$ cat config.mk
export PLATFORM = sky130hd
export DESIGN_NAME = stream_arbiter
export DESIGN_NICKNAME = d
export VERILOG_FILES = /design/src/rtl/stream_arbiter.sv
export SDC_FILE = /design/constraint.sdc
export NUM_CORES = 1
export LEC_CHECK = 0
export BUFFER_PORTS_ARGS = -buffer_cell sky130_fd_sc_hd__buf_2
export CELL_PAD_IN_SITES_DETAIL_PLACEMENT = 2
export CELL_PAD_IN_SITES_GLOBAL_PLACEMENT = 2
export CORE_ASPECT_RATIO = 2
export CORE_MARGIN = 3
export CORE_UTILIZATION = 26
export DETAILED_ROUTE_END_ITERATION = 10
export GPL_TIMING_DRIVEN = 0
export PLACE_DENSITY_LB_ADDON = 0.1
export SYNTH_ARGS = -nofsm -noshare
export SYNTH_HDL_FRONTEND = slang
export SYNTH_SLANG_ARGS = --single-unit
export TNS_END_PERCENT = 20
$ cat constraint.sdc
create_clock -name clk -period 4.1 [get_ports clk]
set_input_delay 0.82 -clock clk [delete_from_list [all_inputs] [get_ports clk]]
set_output_delay 0.82 -clock clk [all_outputs]
set_load 0.005 [all_outputs]
$ cat src/rtl/stream_arbiter.sv
// stream_arbiter
//   Shares one stream sink between N stream producers. Each cycle one valid
//   requester is granted, its word is moved into a one-entry output register
//   and presented downstream together with the index of the source.
//
//   Default arbitration is round-robin starting from a rotating pointer.
//   Defining the macro STREAM_ARB_FIXED_PRIO_EN switches to fixed priority
//   (lowest index wins) and removes the pointer register.
//
// Parameters:
//   N  - number of requesters (2..16)
//   W  - data width per word
//   SW - width of the source index, max(1, $clog2(N))
//
// Ports:
//   clk       - clock, rising edge
//   rst       - asynchronous active-high reset
//   in_valid  - request from source i on bit i
//   in_data   - word of source i at [i*W +: W]
//   in_ready  - one-hot grant (or zero); transfer when in_valid[i] & in_ready[i]
//   out_valid - output register holds a word
//   out_data  - registered word
//   out_src   - index of the source that supplied out_data
//   out_ready - downstream accepts the word when out_valid & out_ready
module stream_arbiter #(
  parameter int N = 4,
  parameter int W = 8,
  localparam int SW = (N > 2) ? $clog2(N) : 1
) (
  input  logic           clk,
  input  logic           rst,
  input  logic [N-1:0]   in_valid,
  input  logic [N*W-1:0] in_data,
  output logic [N-1:0]   in_ready,
  output logic           out_valid,
  output logic [W-1:0]   out_data,
  output logic [SW-1:0]  out_src,
  input  logic           out_ready
);

  logic [W-1:0]  words [N];
  logic [SW-1:0] ptr;
  logic [SW-1:0] winner;
  logic [SW-1:0] hi_idx;
  logic [SW-1:0] lo_idx;
  logic          hi_found;
  logic          any_valid;
  logic          load;
  logic          grant;

  logic          out_valid_reg;
  logic [W-1:0]  out_data_reg;
  logic [SW-1:0] out_src_reg;

  // Unpack the flat input bus into one word per source.
  for (genvar gi = 0; gi < N; gi++) begin : g_words
    assign words[gi] = in_data[gi*W +: W];
  end

  // Round-robin search without modular index arithmetic: the lowest valid
  // index at or above ptr wins; if there is none, the search has wrapped and
  // the lowest valid index overall wins. With ptr fixed at 0 this collapses
  // to plain lowest-index priority.
  always_comb begin
    hi_found = 1'b0;
    hi_idx   = '0;
    lo_idx   = '0;
    for (int i = N - 1; i >= 0; i--) begin
      if (in_valid[i]) begin
        lo_idx = SW'(i);
        if (i >= int'(ptr)) begin
          hi_found = 1'b1;
          hi_idx   = SW'(i);
        end
      end
    end
    winner = hi_found ? hi_idx : lo_idx;
  end

  assign any_valid = |in_valid;
  assign load      = !out_valid_reg || out_ready;
  assign grant     = load && any_valid;
  assign in_ready  = grant ? (N'(1) << winner) : '0;

  always_ff @(posedge clk or posedge rst) begin
    if (rst) begin
      out_valid_reg <= 1'b0;
      out_data_reg  <= '0;
      out_src_reg   <= '0;
    end else if (load) begin
      // Simultaneous drain and refill replaces the word in the same edge;
      // a drain with nothing to refill empties the stage but keeps the
      // last data/source for visibility.
      if (any_valid) begin
        out_valid_reg <= 1'b1;
        out_data_reg  <= words[winner];
        out_src_reg   <= winner;
      end else begin
        out_valid_reg <= 1'b0;
      end
    end
  end

`ifdef STREAM_ARB_FIXED_PRIO_EN
  assign ptr = '0;
`else
  logic [SW-1:0] ptr_reg;

  // The pointer advances only on an accepted transfer, to the slot just
  // after the winner, so a dropped request costs nothing.
  always_ff @(posedge clk or posedge rst) begin
    if (rst) begin
      ptr_reg <= '0;
    end else if (grant) begin
      ptr_reg <= (winner == SW'(N - 1)) ? '0 : winner + 1'b1;
    end
  end

  assign ptr = ptr_reg;
`endif

  assign out_valid = out_valid_reg;
  assign out_data  = out_data_reg;
  assign out_src   = out_src_reg;

endmodule

==> impl_metrics.json, run 1 <==
{
  "cts_hold_buf": 0,
  "grt_max_degree": 14,
  "worst_path_max_delay_cell": "or4_4",
  "worst_slack_ns": 0.850,
  "viasPerCell": 4.99,
  "grtUsageMet2": 0.305,
  "core.rowCount": 30,
  "post-route-min-period_ns": 3.25,
  "gp_congestion": 0.752,
  "crit_required_ns": 3.28,
  "powerDensity_nw_per_um2": 538,
  "diodes": 0,
  "syn_area_um2": 968,
  "die_h_um": 92.3,
  "reg2reg_slack_ns": 2.02,
  "coreArea_um2": 3490,
  "grt_usage": 0.156,
  "worstHoldEndpoint": "out_src[0]$_DFFE_PP0P_",
  "cts_tree": "done",
  "synth_nets": 142,
  "ir_worst_vdd_mv": 0.223,
  "final_max_slew_viol_count": 0,
  "cts_setup_buffers": 0,
  "path_cells": "buf_2 -> nor2b_1 -> or4_4 -> buf_6 -> nand2_4 -> inv_4 -> buf_12 -> ha_1 -> and2_1 -> buf_2",
  "power.total_w": 0.000720,
  "crit_arrival_ns": 2.43,
  "yosys_warnings": 0,
  "wl_per_cell_um": 16.5,
  "worstHoldPathCells": 1,
  "grtUsageMet1": 0.156,
  "use_met3": 0.0274,
  "setup_viol": 0,
  "antenna_left": 0,
  "start_util": 0.277,
  "yosysSeqAreaShare": 0.336,
  "first_pass_iters": 2,
  "io_pins": 54,
  "timing.fmax_mhz": 308,
  "min_from": "out_src[0]$_DFFE_PP0P_",
  "crit_path_max_incr_delay_ns": 0.48,
  "status": "finished clean",
  "maxCapViolations": 0,
  "dp_hpwl_mm": 2.80,
  "largest_reg_flops": 8,
  "routed_wl_mm": 3.37,
  "htreeDepth": 1,
  "drc": 0,
  "nNetsFinal": 200,
  "final_hold_viol_count": 0,
  "grt_pass1_wl_mm": 5.56,
  "clk_latency_ns": 0.25,
  "crit_type": "primary input to output pin",
  "maxSlewHeadroom": 0.400,
  "post-route-util": 0.384,
  "worstSetupEndpointType": "output pin",
  "cts_root_buf": "clkbuf_8",
  "clockBufferDepth": 2,
  "tightest_slew_ns": 0.892,
  "antenna_found_initial": 0,
  "drive_above_1_share": 0.468,
  "grt.overflow.total": 0,
  "reg2reg_from": "ptr[1]$_DFFE_PP0P_",
  "cts_buffers": 3,
  "clk_pin_slew_worst_paths_ns": 0.06,
  "clock_sinks": 13,
  "reg2regPathDepth": 7,
  "ys_types": 30,
  "fin_setup_tns_ns": 0,
  "start_kind": "primary input",
  "place_area_um2": 1290,
  "dpl_worst_slack_ns": 0.829,
  "synth-seq-cells": 13,
  "design_area_um2": 1340,
  "reg2reg_to": "out_data[3]$_DFFE_PP0P_",
  "path_common_cell": "buf_2",
  "p_leak_nw": 0.681,
  "vias": 1018,
  "grt_pass1_vias": 1178,
  "cts-resized-gates": 0,
  "die_area_um2": 4540,
  "avgSynthCellArea_um2": 9.78,
  "critPathMaxFanout": 11,
  "fin_worst_skew_ns": 0.00218,
  "grt_setup_unrepaired": "false",
  "die_x_um": 49.2,
  "hold_path.class": "flop to flop",
  "period_share": 0.793,
  "fillers": 437,
  "netlist_instances": 99,
  "top_usage_layer": "met2",
  "area_delta_synth_final_pct": 38.2,
  "numPortBuffers": 53,
  "drt-initial-drc-count": 7
}
-- worst max-delay path, delay by kind of cell --
family / cells / cell delay, ns
adder cells (fa/ha/maj): 1 / 0.19
buffers and inverters: 5 / 0.58
AND/OR/NAND/NOR: 4 / 0.84
-- cells in the final DEF, fill, tap and decap left out, types with 3 or more instances in the layout --
cell,instances
buf_2,53
nand3_1,14
dfrtp_1,13
nand2_1,10
o21ai_0,8
mux2_4,6
o221a_1,6
inv_1,5
and2_1,4
ha_1,4
a21oi_1,3
a21o_1,3
clkbuf_8,3
-- worst max path at each step --
stage / cells past startpoint / startpoint / slack [ns] / endpoint
finish: 10 / in_valid[0] / 0.85 / in_ready[2]
global route: 10 / in_valid[0] / 0.77 / in_ready[0]
detailed placement: 10 / in_valid[0] / 0.83 / in_ready[2]
global placement: 10 / in_valid[0] / 0.85 / in_ready[0]
floorplan: 8 / in_valid[0] / 1.15 / in_ready[0]
CTS: 10 / in_valid[0] / 0.83 / in_ready[2]
-- metal layers --
metal  wire (µm)  vias up  part of all wire
li1            -      477                 -
met1        1140      499              0.34
met2        1990       35              0.59
met3         161        7             0.048
met4          70        0             0.021
met5           0        -                 0
-- cells in the mapped netlist (all sizes together) --
| library cell | n | area (µm²) |
|---|---|---|
| a211oi | 1 | 7.51 |
| a21o | 3 | 22.5 |
| a21oi | 3 | 15.0 |
| and2 | 4 | 25.0 |
| and4b | 1 | 11.3 |
| buf | 2 | 31.3 |
| clkbuf | 1 | 3.75 |
| dfrtp | 13 | 325 |
| ha | 4 | 50.1 |
| inv | 6 | 25.0 |
| mux2 | 7 | 101 |
| mux2i | 2 | 20.0 |
| nand2 | 11 | 48.8 |
| nand2b | 2 | 12.5 |
| nand3 | 14 | 70.1 |
| nand4b | 1 | 15.0 |
| nor2 | 2 | 10.0 |
| nor2b | 2 | 12.5 |
| nor4 | 2 | 12.5 |
| o21ai | 8 | 40.0 |
| o21ba | 1 | 10.0 |
| o221a | 7 | 78.8 |
| o221ai | 1 | 8.76 |
| or4 | 1 | 11.3 |
-- area by class of cell --
cell class | count | area (µm²) | area share
multi-input cells | 77 | 583 | 0.436
flip-flops and latches | 13 | 325 | 0.243
repair buffers | 53 | 265 | 0.198
well taps | 48 | 60.1 | 0.0449
clock buffers | 4 | 45.0 | 0.0336
plain buffers | 3 | 35.0 | 0.0262
inverters | 6 | 25.0 | 0.0187
-- cells by family (layout without fill, tap and decap cells) --
| kind of cell | Yosys count | in the layout | share of synthesized area |
|---|---|---|---|
| compound gates | 24 | 24 | 0.189 |
| fa+ha+maj | 4 | 4 | 0.0517 |
| buf+inv | 9 | 66 | 0.0620 |
| flops | 13 | 13 | 0.336 |
| mux | 9 | 9 | 0.125 |
| simple gates | 40 | 40 | 0.236 |
-- stage by stage --
stage,hold slack [ns],instances
after floorplan,0.470,99
after detailed placement,0.466,200
final,0.476,204
after global routing,0.499,204
after CTS,0.483,204
after global placement,0.456,200
-- power breakdown --
group | internal [W] | switching [W] | total, W
combinational | 0.000201 | 0.000185 | 0.000386
clock | 0.0000688 | 0.0000491 | 0.000118
sequential | 0.000179 | 0.0000364 | 0.000216
total | 0.000449 | 0.000271 | 0.000720
Note: power is estimated with default switching activity, not from simulation.
==> run 2: changes to the inputs <==
--- a/config.mk
+++ b/config.mk
@@ -10,7 +10,7 @@
 export CELL_PAD_IN_SITES_GLOBAL_PLACEMENT = 2
 export CORE_ASPECT_RATIO = 2
 export CORE_MARGIN = 3
-export CORE_UTILIZATION = 26
+export CORE_UTILIZATION = 22
 export DETAILED_ROUTE_END_ITERATION = 10
 export GPL_TIMING_DRIVEN = 0
 export PLACE_DENSITY_LB_ADDON = 0.1
==> constraint.sdc (replaced) <==
create_clock -name clk -period 2.8 [get_ports clk]
set_input_delay 0.56 -clock clk [delete_from_list [all_inputs] [get_ports clk]]
set_output_delay 0.56 -clock clk [all_outputs]
set_load 0.005 [all_outputs]
==> run 2 against run 1 <==
  * Die area increased by 16%
  * Clock power increased by 43%
  * Combinational power increased by 44%
  * Non-clock buffer count decreased by 1
  * Global-route usage decreased by 1.5 points
  * Sequential share of layout area increased by 0.068 points
  * Critical path type unchanged
  * Critical endpoint unchanged
  * Highest routed layer unchanged
==> impl_metrics.json, run 2 (synthesis results as in run 1) <==
{
  "clock_sinks": 13,
  "timing.hold.ws_ns": 0.342,
  "grt_max_degree": 14,
  "path_cells": "buf_2 -> nor2b_2 -> or4_4 -> nand2_4 -> inv_4 -> buf_12 -> ha_1 -> and2_1 -> buf_2",
  "die_area_um2": 5280,
  "start_util": 0.232,
  "first_pass_iters": 4,
  "dp_hpwl_mm": 2.80,
  "reg2regPathDepth": 6,
  "powerDensity_nw_per_um2": 782,
  "status": "finished clean",
  "drc": 0,
  "cpLargestDelayFamily": "simple AND/OR/NAND/NOR gates",
  "finalNonFillerCells": 207,
  "critPathBufInv": 4,
  "grt_usage": 0.141,
  "clk_latency_ns": 0.25,
  "worst_path_max_delay_cell": "or4_4",
  "routed_wl_mm": 3.30,
  "die_h_um": 99.8,
  "path_common_cell": "buf_2",
  "start_kind": "primary input",
  "crit_arrival_ns": 2.16,
  "htreeDepth": 1,
  "fin_worst_skew_ns": 0.00373,
  "place_area_um2": 1300,
  "p_leak_nw": 0.676,
  "area_delta_synth_final_pct": 37.9,
  "cts_buffers": 3,
  "final_hold_viol_count": 0,
  "numPortBuffers": 53,
  "setup_viol": 0,
  "layout_commonest_cell": "buf_2",
  "antenna_left": 0,
  "dp_cells": 204,
  "fillers": 488,
  "vias": 993,
  "crit_cells": 9,
  "critPathMaxFanout": 11,
  "period_share": 0.972,
  "io_pins": 54,
  "diodes": 0,
  "cts_root_buf": "clkbuf_8",
  "ir_worst_vdd_mv": 0.330,
  "final_cell_mix": "buf_2, nand3_1, dfrtp_1, nand2_1, o21ai_0",
  "clockBufferDepth": 2,
  "hold_path.class": "primary input to async pin",
  "worstSetupEndpointType": "output pin",
  "crit_path_max_incr_delay_ns": 0.56,
  "antenna_found_initial": 0,
  "drt-initial-drc-count": 4,
  "nNetsFinal": 199,
  "post-route-min-period_ns": 2.72,
  "tightest_slew_ns": 0.907,
  "maxCapViolations": 0,
  "drive_above_1_share": 0.471,
  "gp_congestion": 0.772,
  "core.rowCount": 33,
  "clk_pin_slew_worst_paths_ns": 0.06,
  "fin_setup_tns_ns": 0,
  "grt.overflow.total": 0,
  "grt_setup_unrepaired": "false",
  "largest_reg_flops": 8,
  "maxSlewHeadroom": 0.390,
  "final_max_slew_viol_count": 0,
  "crit_type": "primary input to output pin",
  "die_x_um": 52.9,
  "cts_tree": "done",
  "cts_hold_buf": 0,
  "wl_per_cell_um": 15.9,
  "coreArea_um2": 4170,
  "grt_pass1_wl_mm": 5.51,
  "grt_pass1_vias": 1141,
  "timing.fmax_mhz": 368,
  "cts_setup_buffers": 0,
  "design_area_um2": 1340,
  "viasPerCell": 4.80,
  "crit_required_ns": 2.24,
  "post-route-util": 0.320
}
==> run 2: final timing paths <==
| check | start | end | slack (ns) |
|---|---|---|---|
| min in group clk | out_src[1]$_DFFE_PP0P_ | out_src[1]$_DFFE_PP0P_ | 0.48 |
| worst max-delay path | in_valid[0] | in_ready[2] | 0.08 |
| worst min register to register | out_src[1]$_DFFE_PP0P_ | out_src[1]$_DFFE_PP0P_ | 0.48 |
| worst max register to register | ptr[1]$_DFFE_PP0P_ | out_data[0]$_DFFE_PP0P_ | 0.75 |
| worst min-delay path | rst | out_valid$_DFFE_PP0P_ | 0.34 |
| max in group asynchronous | rst | out_data[3]$_DFFE_PP0P_ | 2.10 |
==> run 2: layout make-up <==
class                   count  area [µm²]  share of cell area
plain buffers               2        23.8              0.0178
clock buffers               4        45.0              0.0337
inverters                   6        25.0              0.0187
multi-input cells          77         586               0.439
flip-flops and latches     13         325               0.244
well taps                  52        65.1              0.0487
repair buffers             53         265               0.199
==> run 2: layer usage <==
layer	up-vias	wire, µm	track usage
li1	477	-	-
met1	482	1160	0.142
met2	30	1920	0.269
met3	4	148	0.0149
met4	0	62	0.0650
met5	-	0	0
==> run 2: power by group <==
part           total (W)  switching (W)  internal [W]
sequential      0.000319      0.0000563      0.000263
clock           0.000169      0.0000681      0.000101
combinational   0.000556       0.000271      0.000285
total            0.00104       0.000396      0.000648
==> run 2: timing repair <==
action	CTS	global route
endpoints found under the setup margin	0	1
hold endpoints to repair	0	0
gates resized for setup	0	1
==> run 2: through the flow <==
step	setup slack [ns]	power [W]
after CTS	0.0403	0.00108
after global routing	0.0262	0.00114
final	0.0794	0.00104
after global placement	0.0664	0.000876
after floorplan	0.374	0.000694
after detailed placement	0.0411	0.000902
==> run 2: worst reg2reg max path, stage by stage, from the launching register on <==
cell and delay [ns]:
dfrtp_1 0.46, or4_4 0.65, nand2_4 0.12, inv_4 0.05, buf_12 0.14, mux2_4 0.30, o221a_1 0.21
